**src/rtl/mips_seq_ctrl_if.sv**
```systemverilog
// Instruction-fetch handshake between the sequencing controller and instruction memory.
interface mips_seq_ctrl_if;
  logic        imem_req;
  logic [31:0] imem_addr;
  logic        imem_ack;
  logic [31:0] imem_rdata;

  modport master (output imem_req, imem_addr, input imem_ack, imem_rdata);
  modport slave  (input imem_req, imem_addr, output imem_ack, imem_rdata);
endinterface

```
**src/rtl/mips_seq_ctrl.sv**
```systemverilog
// Multi-cycle MIPS sequencing controller: fetch/decode/exec/mul-wait/writeback
// with a fetch-ack timeout, sticky HALT/ERR and a retired-instruction counter.
module mips_seq_ctrl #(
  parameter logic [31:0] RESET_PC    = 32'h0000_0000,
  parameter int unsigned MUL_CYCLES  = 4,
  parameter int unsigned ACK_TIMEOUT = 255
) (
  input  logic                  CLK,
  input  logic                  RST,
  input  logic                  run,
  mips_seq_ctrl_if.master       imem,
  output logic [31:0]           instr,
  output logic [1:0]            ALUop,
  output logic                  rf_we,
  output logic [4:0]            rf_wa,
  output logic                  busy,
  output logic                  halted,
  output logic                  err,
  output logic [31:0]           retired
);

  typedef enum logic [2:0] {
    IDLE, FETCH, DECODE, EXEC, MULW, WB, HALT, ERR
  } state_t;

  localparam logic [7:0] TO_LAST  = 8'(ACK_TIMEOUT - 1);
  localparam logic [3:0] MUL_LAST = 4'(MUL_CYCLES - 1);

  state_t      state, state_n;
  logic [31:0] pc;
  logic [31:0] ir;
  logic [31:0] ret_cnt;
  logic [7:0]  to_cnt;
  logic [3:0]  mul_cnt;

  always_ff @(posedge CLK) begin
    if (RST) begin
      state   <= IDLE;
      pc      <= RESET_PC;
      ir      <= '0;
      ret_cnt <= '0;
      to_cnt  <= '0;
      mul_cnt <= '0;
    end else begin
      state <= state_n;
      if (state != FETCH && state_n == FETCH)
        to_cnt <= '0;
      else if (state == FETCH)
        to_cnt <= to_cnt + 8'd1;
      if (state == EXEC)
        mul_cnt <= '0;
      else if (state == MULW)
        mul_cnt <= mul_cnt + 4'd1;
      if (state == FETCH && imem.imem_ack)
        ir <= imem.imem_rdata;
      if (state == WB) begin
        pc      <= pc + 32'd4;
        ret_cnt <= ret_cnt + 32'd1;
      end
    end
  end

  always_comb begin
    state_n = state;
    unique case (state)
      IDLE:   if (run) state_n = FETCH;
      FETCH:  if (imem.imem_ack)        state_n = DECODE;
              else if (to_cnt == TO_LAST) state_n = ERR;
      DECODE: state_n = (ir[31:26] == 6'h3F) ? HALT : EXEC;
      EXEC:   state_n = (ir[27:26] == 2'b10) ? MULW : WB;
      MULW:   if (mul_cnt == MUL_LAST) state_n = WB;
      WB:     state_n = run ? FETCH : IDLE;
      HALT:   state_n = HALT;
      ERR:    state_n = ERR;
      default: state_n = IDLE;
    endcase
  end

  // Control outputs are gated by RST so they read idle for the whole reset cycle.
  always_comb begin
    imem.imem_req  = !RST && (state == FETCH);
    imem.imem_addr = pc;
    instr          = ir;
    retired        = ret_cnt;
    rf_wa          = ir[15:11];
    ALUop          = 2'b00;
    if (!RST && (state == EXEC || state == MULW || state == WB))
      ALUop = ir[27:26];
    rf_we  = !RST && (state == WB) && ir[5] && (ir[15:11] != 5'd0);
    busy   = !RST && (state != IDLE) && (state != HALT) && (state != ERR);
    halted = !RST && (state == HALT);
    err    = !RST && (state == ERR);
  end

endmodule

```
**src/flat_wrapper.sv**
```systemverilog
// flat-port wrapper written by rule: the top's interface ports become plain ports
module mips_seq_ctrl_flat 
#(
  parameter logic [31:0] RESET_PC    = 32'h0000_0000,
  parameter int unsigned MUL_CYCLES  = 4,
  parameter int unsigned ACK_TIMEOUT = 255
)
  (CLK, RST, run, instr, ALUop, rf_we, rf_wa, busy, halted, err, retired, imem_imem_req, imem_imem_addr, imem_imem_ack, imem_imem_rdata);
  mips_seq_ctrl_if imem_i ();
  input  logic CLK;
  input  logic RST;
  input  logic run;
  output logic [31:0] instr;
  output logic [1:0] ALUop;
  output logic rf_we;
  output logic [4:0] rf_wa;
  output logic busy;
  output logic halted;
  output logic err;
  output logic [31:0] retired;
  output wire logic [$bits(imem_i.imem_req)-1:0] imem_imem_req;
  output wire logic [$bits(imem_i.imem_addr)-1:0] imem_imem_addr;
  input wire logic [$bits(imem_i.imem_ack)-1:0] imem_imem_ack;
  input wire logic [$bits(imem_i.imem_rdata)-1:0] imem_imem_rdata;
  assign imem_imem_req = imem_i.imem_req;
  assign imem_imem_addr = imem_i.imem_addr;
  assign imem_i.imem_ack = imem_imem_ack;
  assign imem_i.imem_rdata = imem_imem_rdata;
  mips_seq_ctrl #(.RESET_PC(RESET_PC), .MUL_CYCLES(MUL_CYCLES), .ACK_TIMEOUT(ACK_TIMEOUT)) u_core (.CLK(CLK), .RST(RST), .run(run), .imem(imem_i), .instr(instr), .ALUop(ALUop), .rf_we(rf_we), .rf_wa(rf_wa), .busy(busy), .halted(halted), .err(err), .retired(retired));
endmodule
```
**config.mk**
```make
export PLATFORM = sky130hd
export DESIGN_NAME = mips_seq_ctrl_flat
export DESIGN_NICKNAME = d
export VERILOG_FILES = /design/src/rtl/mips_seq_ctrl_if.sv /design/src/rtl/mips_seq_ctrl.sv /design/src/flat_wrapper.sv
export SDC_FILE = /design/constraint.sdc
export NUM_CORES = 1
export LEC_CHECK = 0
export ABC_AREA = 1
export CAP_MARGIN = 20
export CORE_ASPECT_RATIO = 1.25
export CORE_MARGIN = 4
export CORE_UTILIZATION = 55
export CTS_BUF_LIST = sky130_fd_sc_hd__clkbuf_4
export CTS_CLUSTER_SIZE = 10
export DETAILED_ROUTE_END_ITERATION = 16
export GPL_TIMING_DRIVEN = 0
export PLACE_DENSITY = 0.89
export SETUP_SLACK_MARGIN = 0.4
export SLEW_MARGIN = 5
export SYNTH_ARGS = -nofsm -noshare
export SYNTH_HDL_FRONTEND = slang
export SYNTH_SLANG_ARGS = --single-unit
```
**constraint.sdc**
```tcl
create_clock -name CLK -period 4.9 [get_ports CLK]
set_input_delay 0.98 -clock CLK [delete_from_list [all_inputs] [get_ports CLK]]
set_output_delay 0.98 -clock CLK [all_outputs]
set_load 0.05 [all_outputs]
```
After elaboration in Yosys (flattened, before gate mapping). Index checks and enable logic that the tools add are counted. Widths: inputs -> output; s select.

Input bits: 36. Register bits: 111.

Reduce and logical (&&, ||, !) cells: 20. $add $sub $neg: 4. Equality and inequality tests: 15. Multiplexer cells: 9.

Operator list (number): $add 32x1->32 const B (1); $add 32x3->32 const B (1); $pmux 3 s8 (1); $mux 3 (5); $eq 3x3->1 const B (4); $logic_and 1x1->1 (12); $add 8x1->8 const B (1); $eq 8x8->1 const B (1); $eq 3x1->1 const B (2); $eq 3x2->1 const B (2); $eq 6x6->1 const B (1); $ne 3x3->1 const B (2); $reduce_bool 5->1 (1); $add 4x1->4 const B (1); $eq 4x2->1 const B (1); $reduce_or 2->1 (2); $logic_not 3->1 (1); $ne 3x1->1 const B (1); $reduce_bool 3->1 (1); $eq 2x2->1 const B (1); $logic_or 1x1->1 (2); $mux 1 (2); $mux 2 (1); $logic_not 1->1 (1).

Longest topological paths before layout.
Depth after elaboration: 7. Mapped depth: 11. Mapped depth without buffers: 10.

Worst setup path after synthesis. Ideal clock, no wire load.

Kind: input port to output port. Start: input port RST. End: output port busy. Arrival time: 2.190 ns. Buffers on the path: 2. Stages on the path: 5. Setup slack: 1.730 ns. Path through: inv_1 -> clkbuf_1 -> buf_4 -> nand2_1 -> nor2_1.

Cells in the longest elaborated chain, start to end: 4.

Ends and longest elaborated chain: from (decl) (line flat_wrapper.sv:11) `input logic RST;`; $logic_not 1->1 (line mips_seq_ctrl.sv:90) `busy = !RST && (state != IDLE) && (state != HALT) && (state != ERR);`; $logic_and 1x1->1 (3 in a row) (line mips_seq_ctrl.sv:90); to (decl) (line flat_wrapper.sv:17) `output logic busy;`.

Every way passes these cells.

Worst setup path after layout. Ends and elaborated chain as after synthesis.

==> run metrics <==
Final nets 1,014; top cells by count, synth nand2_1 (195), nor2_1 (179), dfxtp_1 (109); Clock Latency Late Sink 0.46 ns; # DRC 0; period utilization 0.8737; Seq/Total Area, Yosys 0.3952; Avg Inst Size Synth just under 7 um2; vias after detailed routing 5,679; Int Pwr 1280 uW; max-slew violations 0; Worst R2R Setup Slack 2.93 ns; DRT iter0 DRCs 246; GRT met3 Usage 0.06279; H-tree levels 3; crit path time final 4.281 ns; RSZ-0062 raised after global routing no; total wire length around 15 mm; largest area contributor in the netlist dfxtp_1; initial antenna violation count 1; post-route ant nets 0; Final setup viols 0; CTS tree done; share of post-route cells with drive strength above 1 0.05419; Final GP Congestion roughly 0.9; # rows 40; Flop pwr share 0.511; PnR Total Power 1865 uW; die area 11,720 um2; met2 Use GR 0.4545; Worst Path Max Fanout 10; Root Buffer clkbuf_4; CTS Sinks 109; DR vias/cell 5.139; GRT busiest layer met2; setup TNS 0 ns; VDD IR-drop max 0.1880 mV; crit end category output port; Most used DFF post-synth dfxtp_1; vias in the first global route 5,368; Die X ~98 um; DR pass1 iterations 5; switching pwr 584.9 uW; Avg WL per Cell 13.41 um; Synth-to-Final Area Change 31.41%; Yosys top cell area share 0.3952; Die Ht roughly 120 um; top cells by area, synth dfxtp_1 (40%), nand2_1 (13%), nor2_1 (12%); final hold violation count 0; R2R depth 9; crit path DAT 3.30 ns; max-capacitance violation count 0; fraction of registers with async set/reset 0; Sw Ratio 0.3136; worst hold path depth 2; Gate Count Post-Synth between 800 and 900; Synth cell types 40; Post-synth EDFFs 0; cts bufs inserted 9; IO buf count 141; Setup Skew 0.02075 ns; Placeable Area 9709 um2; GRT overflow 0; Slew HR 0.5886; grt met1 use 0.2795; Clock Power Share 0.269; pre-CTS setup slack roughly 0.46 ns; Starting Density 0.5687; cell with the most instances after synthesis nand2_1; global-route wire length before repair ~24 mm; leakage 0.002812 uW; total global-route track usage 0.2500; PwrDens 257.1 nW/um2; io pins 144; clock-pin slew on the worst setup and hold paths 0.14 ns; pin count of the biggest net entering global routing 17; CTS max path bufs 2; crit path kind primary input to output port; detailed placement HPWL 11.41 mm; final worst-path setup slack between 0.6 and 0.7 ns; Crit path required time ~4 ns; synthesized cell area 5522 um2; Logic pwr share 0.220; Fmax 233.6 MHz; status finished clean; Tightest Hold Check Type flop to flop; Startpoint Class primary input; Yosys Warn Count 0; FF+latch count, synth 109; worst slew pin tran 0.6172 ns
## kinds of logic after synthesis
family	after synthesis	synth area share
flip-flops	109	0.3952
AND/OR/NAND/NOR	478	0.3830
adder cells (fa/ha/maj)	5	0.01133
other	1	0.0006792
XOR/XNOR	19	0.03014
AO/OA/AOI/OAI	106	0.1002
buffers and inverters	102	0.07954
## routing by layer
layer | up-vias | wire, um
li1 | 2920 | -
met1 | 2582 | 6032
met2 | 159 | 7436
met3 | 18 | 1075
met4 | 0 | 269
met5 | - | 0
## state kept, by name, indices dropped and copies added, names as in the netlist
register	cells
u_core.imem.imem_addr	30
u_core.instr	32
u_core.to_cnt	8
u_core.retired	32
u_core.mul_cnt	4
u_core.state	3
## cell type report
class                      count  area [um2]
multi-input combinational    610        2904
inverter                      74       282.8
clock buffer                  11       82.58
buffer                        28       157.7
tap                          126       157.7
antenna                        1       2.502
clock inverter                 5       75.07
sequential                   109        2182
fill                         810        2454
timing repair buffer         141        1411
## worst max-delay path: stages
cell and delay (ns):
clkdlybuf4s50_1 0.43, inv_1 0.12, clkbuf_1 0.48, buf_4 0.31, nand2_1 0.08, nor2_1 0.09
clkdlybuf4s50_1 0.80
## through the flow
| stage | hold slack [ns] | instances | util | instance area (um2) |
|---|---|---|---|---|
| floorplan | 0.4542 | 821 | - | 5525 |
| global placement | 0.4752 | 1088 | 0.7307 | 7094 |
| detailed placement | 0.4762 | 1088 | 0.7307 | 7094 |
| CTS | 0.4984 | 1104 | 0.7469 | 7252 |
| global route | 0.5266 | 1105 | 0.7473 | 7256 |
| finish | 0.5037 | 1105 | 0.7473 | 7256 |
## power by group through the flow
| stage | combinational (uW) | clock [uW] | sequential, uW |
|---|---|---|---|
| 3_3_place_gp | 406 | 0 | 969 |
| 6_report | 410 | 502 | 953 |
| 4_1_cts | 412 | 510 | 953 |
| 2_1_floorplan | 154 | 0 | 1080 |
| 5_1_grt | 438 | 541 | 957 |
| 3_5_place_dp | 409 | 0 | 971 |
## placed cells by master, fill, tap and decap left out, drive strengths merged
cell type	Yosys	final
clkinvlp	0	1
xor2	16	16
o31ai	1	1
clkinv	2	4
nand3b	7	7
a31oi	2	2
bufinv	0	2
o21a	6	6
and3	3	3
diode	0	1
nand4	11	11
a211oi	1	1
dfxtp	109	109
nor2	189	189
inv	72	72
clkbuf	10	22
nor4	2	2
clkdlybuf4s50	0	141
nand3	46	46
o21ai	48	48
buf	18	17
nor3b	3	3
a21oi	48	48
xnor2	3	3
ha	5	5
nor3	19	19
or2	1	1
conb	1	2
nand2	197	197
## final timing paths
kind                                        from                               to
hold / removal    u_core.mul_cnt[1]$_SDFFE_PP0P_   u_core.mul_cnt[1]$_SDFFE_PP0P_
hold reg to reg   u_core.mul_cnt[1]$_SDFFE_PP0P_   u_core.mul_cnt[1]$_SDFFE_PP0P_
setup reg to reg  u_core.retired[0]$_SDFFE_PP0N_  u_core.retired[28]$_SDFFE_PP0N_
setup / recovery                             RST                             busy
## what timing repair did
item / in CTS / in global routing
hold buffers: 0 / 0
buffers inserted: 0 / 0
setup endpoints to repair: 0 / 3
hold endpoints to repair: 0 / 0
resized for setup: 0 / 1
Note: power is estimated with default switching activity, not from simulation.
